`config.mk`:
```
export PLATFORM = sky130hd
export DESIGN_NAME = coreahblsram_req_arbiter_flat
export DESIGN_NICKNAME = d
export VERILOG_FILES = /design/src/rtl/coreahblsram_req_arbiter_if.sv /design/src/rtl/coreahblsram_req_arbiter.sv /design/src/flat_wrapper.sv
export SDC_FILE = /design/constraint.sdc
export NUM_CORES = 1
export LEC_CHECK = 0
export ABC_AREA = 1
export CAP_MARGIN = 0
export CORE_MARGIN = 5
export CORE_UTILIZATION = 30
export DETAILED_ROUTE_END_ITERATION = 10
export PLACE_DENSITY = 0.79
export SLEW_MARGIN = 5
export SYNTH_ARGS = -nofsm -noshare
export SYNTH_HDL_FRONTEND = slang
export SYNTH_SLANG_ARGS = --single-unit
```
`constraint.sdc`:
```
create_clock -name HCLK -period 1.7 [get_ports HCLK]
set_input_delay 0.34 -clock HCLK [delete_from_list [all_inputs] [get_ports HCLK]]
set_output_delay 0.34 -clock HCLK [all_outputs]
set_load 0.02 [all_outputs]
```
`src/rtl/coreahblsram_req_arbiter_if.sv`:
```
`default_nettype none
// ============================================================================
// Module      : coreahblsram_req_arbiter_if
// Description : Signal bundle for the two-port CoreAHBLSRAM request arbiter:
//               both master command ports, the shared read-data return, the
//               controller command/ack path and arbiter status.
// Revision    : 1.0 - initial release
// ============================================================================
interface coreahblsram_req_arbiter_if #(
  parameter int MEM_AWIDTH = 19
);
  // Master command ports
  logic                  m0_req;
  logic                  m1_req;
  logic                  m0_write;
  logic                  m1_write;
  logic [2:0]            m0_size;
  logic [2:0]            m1_size;
  logic [MEM_AWIDTH-1:0] m0_addr;
  logic [MEM_AWIDTH-1:0] m1_addr;
  logic [31:0]           m0_wdata;
  logic [31:0]           m1_wdata;
  logic                  m0_ack;
  logic                  m1_ack;
  logic                  m0_err;
  logic                  m1_err;
  logic [31:0]           m_rdata;

  // Controller command path
  logic                  ahbsram_req;
  logic                  ahbsram_write;
  logic [2:0]            ahbsram_size;
  logic [MEM_AWIDTH-1:0] ahbsram_addr;
  logic [31:0]           ahbsram_wdata;
  logic                  sramahb_ack;
  logic [31:0]           sramahb_rdata;
  logic                  BUSY;

  // Status
  logic                  gnt_id;
  logic                  arb_active;

  // Arbiter side: serves the masters, drives the controller
  modport slave (
    input  m0_req, m1_req, m0_write, m1_write, m0_size, m1_size,
           m0_addr, m1_addr, m0_wdata, m1_wdata,
           sramahb_ack, sramahb_rdata, BUSY,
    output m0_ack, m1_ack, m0_err, m1_err, m_rdata,
           ahbsram_req, ahbsram_write, ahbsram_size, ahbsram_addr, ahbsram_wdata,
           gnt_id, arb_active
  );

  // Environment side: the masters plus the SRAM controller
  modport master (
    output m0_req, m1_req, m0_write, m1_write, m0_size, m1_size,
           m0_addr, m1_addr, m0_wdata, m1_wdata,
           sramahb_ack, sramahb_rdata, BUSY,
    input  m0_ack, m1_ack, m0_err, m1_err, m_rdata,
           ahbsram_req, ahbsram_write, ahbsram_size, ahbsram_addr, ahbsram_wdata,
           gnt_id, arb_active
  );
endinterface
`default_nettype wire

```
`src/rtl/coreahblsram_req_arbiter.sv`:
```
`default_nettype none
// ============================================================================
// Module      : coreahblsram_req_arbiter
// Description : Two-port request arbiter in front of the CoreAHBLSRAM control
//               interface. Latches the winning command, issues a one-cycle
//               request to the controller, waits for its ack (with a
//               watchdog) and returns ack/err/read data to the granted port.
// Revision    : 1.0 - initial release
// ============================================================================
module coreahblsram_req_arbiter #(
  parameter int MEM_AWIDTH    = 19,
  parameter int PRIORITY_MODE = 0,   // 0 = round-robin, 1 = port 0 fixed priority
  parameter int ACK_TIMEOUT   = 15   // legal range 2..255
) (
  input  wire logic                  HCLK,
  input  wire logic                  HRESETN,
  coreahblsram_req_arbiter_if.slave  bus
);

  typedef enum logic [1:0] {
    ST_IDLE  = 2'd0,
    ST_ISSUE = 2'd1,
    ST_WAIT  = 2'd2,
    ST_DONE  = 2'd3
  } state_t;

  // Last counter value before the watchdog fires
  localparam logic [7:0] C_TMO_LAST = 8'(ACK_TIMEOUT - 1);

  state_t                state_q, state_d;
  logic                  write_q, write_d;
  logic [2:0]            size_q, size_d;
  logic [MEM_AWIDTH-1:0] addr_q, addr_d;
  logic [31:0]           wdata_q, wdata_d;
  logic                  gnt_id_q, gnt_id_d;
  logic                  last_gnt_q, last_gnt_d;
  logic [7:0]            cnt_q, cnt_d;
  logic                  err_q, err_d;

  // Port chosen if a grant happens this cycle (0 = m0, 1 = m1)
  logic                  win_sel;

  generate
    if (PRIORITY_MODE == 1) begin : g_fixed
      // Port 0 wins whenever it requests
      assign win_sel = ~bus.m0_req;
    end else begin : g_rr
      // On contention the port that did not win last time is served
      assign win_sel = (bus.m0_req && bus.m1_req) ? ~last_gnt_q : bus.m1_req;
    end
  endgenerate

  // State and command registers; reset aborts any transfer in flight
  always_ff @(posedge HCLK or negedge HRESETN) begin
    if (!HRESETN) begin
      state_q    <= ST_IDLE;
      write_q    <= 1'b0;
      size_q     <= 3'd0;
      addr_q     <= '0;
      wdata_q    <= 32'd0;
      gnt_id_q   <= 1'b0;
      last_gnt_q <= 1'b1;
      cnt_q      <= 8'd0;
      err_q      <= 1'b0;
    end else begin
      state_q    <= state_d;
      write_q    <= write_d;
      size_q     <= size_d;
      addr_q     <= addr_d;
      wdata_q    <= wdata_d;
      gnt_id_q   <= gnt_id_d;
      last_gnt_q <= last_gnt_d;
      cnt_q      <= cnt_d;
      err_q      <= err_d;
    end
  end

  // Next-state logic: grant, issue, wait for ack or timeout, complete
  always_comb begin
    state_d    = state_q;
    write_d    = write_q;
    size_d     = size_q;
    addr_d     = addr_q;
    wdata_d    = wdata_q;
    gnt_id_d   = gnt_id_q;
    last_gnt_d = last_gnt_q;
    cnt_d      = cnt_q;
    err_d      = err_q;

    case (state_q)
      ST_IDLE: begin
        // BUSY only gates the grant decision; it is ignored once issued
        if (!bus.BUSY && (bus.m0_req || bus.m1_req)) begin
          gnt_id_d   = win_sel;
          last_gnt_d = win_sel;
          write_d    = win_sel ? bus.m1_write : bus.m0_write;
          size_d     = win_sel ? bus.m1_size  : bus.m0_size;
          addr_d     = win_sel ? bus.m1_addr  : bus.m0_addr;
          wdata_d    = win_sel ? bus.m1_wdata : bus.m0_wdata;
          state_d    = ST_ISSUE;
        end
      end
      ST_ISSUE: begin
        cnt_d   = 8'd0;
        err_d   = 1'b0;
        state_d = ST_WAIT;
      end
      ST_WAIT: begin
        if (bus.sramahb_ack) begin
          err_d   = 1'b0;
          state_d = ST_DONE;
        end else if (cnt_q == C_TMO_LAST) begin
          err_d   = 1'b1;
          state_d = ST_DONE;
        end else if (cnt_q != 8'hFF) begin
          cnt_d = cnt_q + 8'd1;
        end
      end
      ST_DONE: begin
        state_d = ST_IDLE;
      end
      default: begin
        state_d = ST_IDLE;
      end
    endcase
  end

  // Outputs decode from state so reset clears them immediately
  assign bus.ahbsram_req   = (state_q == ST_ISSUE);
  assign bus.ahbsram_write = write_q;
  assign bus.ahbsram_size  = size_q;
  assign bus.ahbsram_addr  = addr_q;
  assign bus.ahbsram_wdata = wdata_q;
  assign bus.gnt_id        = gnt_id_q;
  assign bus.arb_active    = (state_q != ST_IDLE);
  assign bus.m0_ack        = (state_q == ST_DONE) && !gnt_id_q;
  assign bus.m1_ack        = (state_q == ST_DONE) &&  gnt_id_q;
  assign bus.m0_err        = bus.m0_ack && err_q;
  assign bus.m1_err        = bus.m1_ack && err_q;
  // Read data is only meaningful for a read that completed normally
  assign bus.m_rdata       = ((state_q == ST_DONE) && !write_q && !err_q) ?
                             bus.sramahb_rdata : 32'd0;

endmodule
`default_nettype wire

```
`src/flat_wrapper.sv`:
```
// flat-port wrapper written by rule: the top's interface ports become plain ports
module coreahblsram_req_arbiter_flat 
#(
  parameter int MEM_AWIDTH    = 19,
  parameter int PRIORITY_MODE = 0,                                                
  parameter int ACK_TIMEOUT   = 15                        
)
  (HCLK, HRESETN, bus_m0_req, bus_m1_req, bus_m0_write, bus_m1_write, bus_m0_size, bus_m1_size, bus_m0_addr, bus_m1_addr, bus_m0_wdata, bus_m1_wdata, bus_sramahb_ack, bus_sramahb_rdata, bus_BUSY, bus_m0_ack, bus_m1_ack, bus_m0_err, bus_m1_err, bus_m_rdata, bus_ahbsram_req, bus_ahbsram_write, bus_ahbsram_size, bus_ahbsram_addr, bus_ahbsram_wdata, bus_gnt_id, bus_arb_active);
  coreahblsram_req_arbiter_if #(.MEM_AWIDTH(MEM_AWIDTH)) bus_i ();
  input  wire logic HCLK;
  input  wire logic HRESETN;
  input wire logic [$bits(bus_i.m0_req)-1:0] bus_m0_req;
  input wire logic [$bits(bus_i.m1_req)-1:0] bus_m1_req;
  input wire logic [$bits(bus_i.m0_write)-1:0] bus_m0_write;
  input wire logic [$bits(bus_i.m1_write)-1:0] bus_m1_write;
  input wire logic [$bits(bus_i.m0_size)-1:0] bus_m0_size;
  input wire logic [$bits(bus_i.m1_size)-1:0] bus_m1_size;
  input wire logic [$bits(bus_i.m0_addr)-1:0] bus_m0_addr;
  input wire logic [$bits(bus_i.m1_addr)-1:0] bus_m1_addr;
  input wire logic [$bits(bus_i.m0_wdata)-1:0] bus_m0_wdata;
  input wire logic [$bits(bus_i.m1_wdata)-1:0] bus_m1_wdata;
  input wire logic [$bits(bus_i.sramahb_ack)-1:0] bus_sramahb_ack;
  input wire logic [$bits(bus_i.sramahb_rdata)-1:0] bus_sramahb_rdata;
  input wire logic [$bits(bus_i.BUSY)-1:0] bus_BUSY;
  output wire logic [$bits(bus_i.m0_ack)-1:0] bus_m0_ack;
  output wire logic [$bits(bus_i.m1_ack)-1:0] bus_m1_ack;
  output wire logic [$bits(bus_i.m0_err)-1:0] bus_m0_err;
  output wire logic [$bits(bus_i.m1_err)-1:0] bus_m1_err;
  output wire logic [$bits(bus_i.m_rdata)-1:0] bus_m_rdata;
  output wire logic [$bits(bus_i.ahbsram_req)-1:0] bus_ahbsram_req;
  output wire logic [$bits(bus_i.ahbsram_write)-1:0] bus_ahbsram_write;
  output wire logic [$bits(bus_i.ahbsram_size)-1:0] bus_ahbsram_size;
  output wire logic [$bits(bus_i.ahbsram_addr)-1:0] bus_ahbsram_addr;
  output wire logic [$bits(bus_i.ahbsram_wdata)-1:0] bus_ahbsram_wdata;
  output wire logic [$bits(bus_i.gnt_id)-1:0] bus_gnt_id;
  output wire logic [$bits(bus_i.arb_active)-1:0] bus_arb_active;
  assign bus_i.m0_req = bus_m0_req;
  assign bus_i.m1_req = bus_m1_req;
  assign bus_i.m0_write = bus_m0_write;
  assign bus_i.m1_write = bus_m1_write;
  assign bus_i.m0_size = bus_m0_size;
  assign bus_i.m1_size = bus_m1_size;
  assign bus_i.m0_addr = bus_m0_addr;
  assign bus_i.m1_addr = bus_m1_addr;
  assign bus_i.m0_wdata = bus_m0_wdata;
  assign bus_i.m1_wdata = bus_m1_wdata;
  assign bus_i.sramahb_ack = bus_sramahb_ack;
  assign bus_i.sramahb_rdata = bus_sramahb_rdata;
  assign bus_i.BUSY = bus_BUSY;
  assign bus_m0_ack = bus_i.m0_ack;
  assign bus_m1_ack = bus_i.m1_ack;
  assign bus_m0_err = bus_i.m0_err;
  assign bus_m1_err = bus_i.m1_err;
  assign bus_m_rdata = bus_i.m_rdata;
  assign bus_ahbsram_req = bus_i.ahbsram_req;
  assign bus_ahbsram_write = bus_i.ahbsram_write;
  assign bus_ahbsram_size = bus_i.ahbsram_size;
  assign bus_ahbsram_addr = bus_i.ahbsram_addr;
  assign bus_ahbsram_wdata = bus_i.ahbsram_wdata;
  assign bus_gnt_id = bus_i.gnt_id;
  assign bus_arb_active = bus_i.arb_active;
  coreahblsram_req_arbiter #(.MEM_AWIDTH(MEM_AWIDTH), .PRIORITY_MODE(PRIORITY_MODE), .ACK_TIMEOUT(ACK_TIMEOUT)) u_core (.HCLK(HCLK), .HRESETN(HRESETN), .bus(bus_i));
endmodule
```
==> flow_summary.ini <==
[floorplan]
dieHeight_um = 123
rows = 41
dieArea_mm2 = 0.0151
ios = 242
floorplan.die.width_um = 123
core_area_mm2 = 0.0126
start_util_pct = 30.5

[logic_synthesis]
synth_fp_nets = 664
syn_area_per_cell_um2 = 7.52
syn_inst = 510
ys_seq_area_share_pct = 44.4
yosys.area.top_type_share_pct = 43.7
synth.cell_area_mm2 = 0.00383
synth_top_cells_by_area = dfrtp_1 44%, o21ai_0 13%, nor2_1 10%, o21ai_1 8.6%, inv_1 4.7%
yosys_warnings = 0
synth_largest_area_cell = dfrtp_1
ys_seq_elements = 68
yosys.cell_types.count = 25

[hold_path]
min_path_type = in -> async

[placement]
dp_hpwl_um = 10600
place_inst = 918
place.gp.congestion = 0.876
port_buffers = 241

[layout]
fin_util_pct = 56.4
drive_above_1_share_pct = 17.2
area_growth_pct = 84.7
multiInputGateArea_mm2 = 0.00183
antenna_cells = 0
final_nets = 922
final-instance-count-excl-fill = 944
regArea_mm2 = 0.00170
fill_cells = 1174

[job]
drv_cap = 0

[grt]
grt_max_degree = 46
antenna_found_initial = 0
grt_usage_pct = 18.1
first_global_vias = 4296
overflow = 0
grt_pass1_wl_um = 21500

[clock_tree]
path_clk_slew_ns = 0.05
cts_tree = done
numCtsBuffers = 9
root_buffer = clkbuf_16
htreeDepth = 3
clock_path_buffers = 2
cts.sinks = 68
clk_latency_ns = 0.33

[critical_path]
worstPathMaxFanout = 16
path_class = reg -> out
path_delay_family = buffers and inverters
end_kind = output port
critPathSlowestCell = dfrtp_1
worstPathArrival_ns = 1.53
cpPeakStageDelay_ns = 0.39
worstPathRequired_ns = 1.36
path_buf_inv = 3
cp_cell_sequence = ha_4, buf_6, nand3_4, buf_12, nor2_1, buf_4
start_kind = flop

[route]
drc_errors = 0
drt_iter0_markers = 130
wl_um = 14800
drt_pass1_iterations = 4
wl_per_cell_um = 15.7
post_drt_via_cell_ratio = 4.70
ant_nets = 0
vias = 4439

[run_status]
violations = setup timing
status = finished with violations

[sta]
finalSetupViolations = 32
worst_pin_slew_ns = 0.335
fin_ws_ns = -0.174
fin_crit_ns = 1.87
finalHoldViolCount = 0
timing.slew.headroom_pct = 77.6
rsz0062_at_grt = yes
final.hold.worst_slack_ns = 0.463
fin_crit_sh_pct = 110
finalClockSkew_ns = 0.00528
slew_violations = 0
fmax_mhz = 534

[pwr]
power_density_mw_per_mm2 = 1480
vdd_ir_drop_max_mv = 0.683
p_leak_nw = 3.12
[layout make-up]
class | count | share of cell area [%]
inverter | 51 | 2.77
tap | 172 | 3.04
timing repair buffer | 280 | 40.0
clock inverter | 1 | 0.424
multi-input combinational | 358 | 25.8
clock buffer | 14 | 3.87
sequential | 68 | 24.0
[flip-flops by register name, summed over array words and instances (netlist names)]
signal and cells:
u_core.bus.ahbsram_addr 19, u_core.bus.ahbsram_size 3, u_core.bus.ahbsram_wdata 32, u_core.bus.ahbsram_write 1, u_core.bus.gnt_id 1, u_core.cnt_q 8, u_core.err_q 1, u_core.last_gnt_q 1
u_core.state_q 2
[Yosys cell counts (all sizes together)]
| cell | number |
|---|---|
| o21ai | 168 |
| ha | 6 |
| nor2 | 109 |
| o21bai | 2 |
| dfstp | 1 |
| clkbuf | 10 |
| nor3 | 2 |
| o22ai | 1 |
| inv | 51 |
| nand4 | 2 |
| dfrtp | 67 |
| buf | 24 |
| nand3 | 15 |
| o21a | 1 |
| a21oi | 3 |
| nand2 | 48 |
[logic make-up (layout without fill, tap and decap cells)]
family                     count (synthesis)  after routing  share of synthesized area [%]
AOI/OAI and AO/OA                        175            175                           23.4
buffers and inverters                     85            346                           11.0
adders and majority gates                  6              6                           1.96
DFF                                       68             68                           44.4
and+or+nand+nor                          176            177                           19.3
[power breakdown]
part / switching, W / internal (W)
Clock: 0.000661 / 0.00125
Combinational: 0.00313 / 0.00274
Sequential: 0.000358 / 0.00232
Total: 0.00415 / 0.00631
[cell usage in the layout (no fill, tap or decap), types with 2 or more instances in the layout]
cell type	count
a21oi_1	3
buf_12	5
buf_16	3
buf_2	2
buf_4	46
buf_6	19
clkbuf_1	2
clkbuf_16	11
clkbuf_8	3
clkdlybuf4s50_1	200
dfrtp_1	67
ha_1	4
ha_4	2
inv_1	44
inv_2	5
inv_4	2
nand2_1	41
nand2_2	6
nand3_1	13
nand3_4	3
nand4_1	2
nor2_1	88
nor2_2	16
nor2_4	5
o21ai_0	88
o21ai_1	80
[metrics by stage]
stage	instance area, um2	total power [W]	TNS (ns)	setup slack (ns)
5_1_grt	7080	0.0111	-6.98	-0.233
4_1_cts	6910	0.0104	-4.04	-0.149
2_1_floorplan	3830	0.00539	0	0.160
6_report	7080	0.0105	-4.09	-0.174
3_3_place_gp	6510	0.00807	-5.78	-0.248
3_5_place_dp	6510	0.00816	-6.37	-0.261
[routing by layer]
layer | track usage [%] | part of all wire [%]
met5 | 0 | 0
met4 | 6.16 | 1.3
met3 | 7.09 | 11
met2 | 33.9 | 51
met1 | 18.3 | 36
[worst paths after layout]
| check | start | end | slack, ns | depth (start not counted) |
|---|---|---|---|---|
| worst max-delay path | u_core.state_q[0] | bus_m_rdata[28] | -0.17 | 6 |
| worst min-delay path | HRESETN | u_core.bus.ahbsram_wdata[1] | 0.46 | 2 |
| worst max register to register | u_core.state_q[1] | u_core.bus.ahbsram_wdata[6] | 0.04 | 10 |
| worst min register to register | u_core.last_gnt_q | u_core.last_gnt_q | 0.49 | 2 |
| max in group asynchronous | HRESETN | u_core.bus.ahbsram_wdata[29] | 0.74 | 3 |
| min in group HCLK | u_core.last_gnt_q | u_core.last_gnt_q | 0.49 | 2 |
[what timing repair did]
item | CTS | global route
endpoints found under the setup margin | 73 | 81
resized for setup | 207 | 56
buffers inserted | 5 | 1
pin swaps | 3 | 12
gates cloned | 3 | 3
hold endpoints to repair | 20 | 0
hold buffers | 1 | 0
No activity file was read; power rests on OpenSTA's default activity.
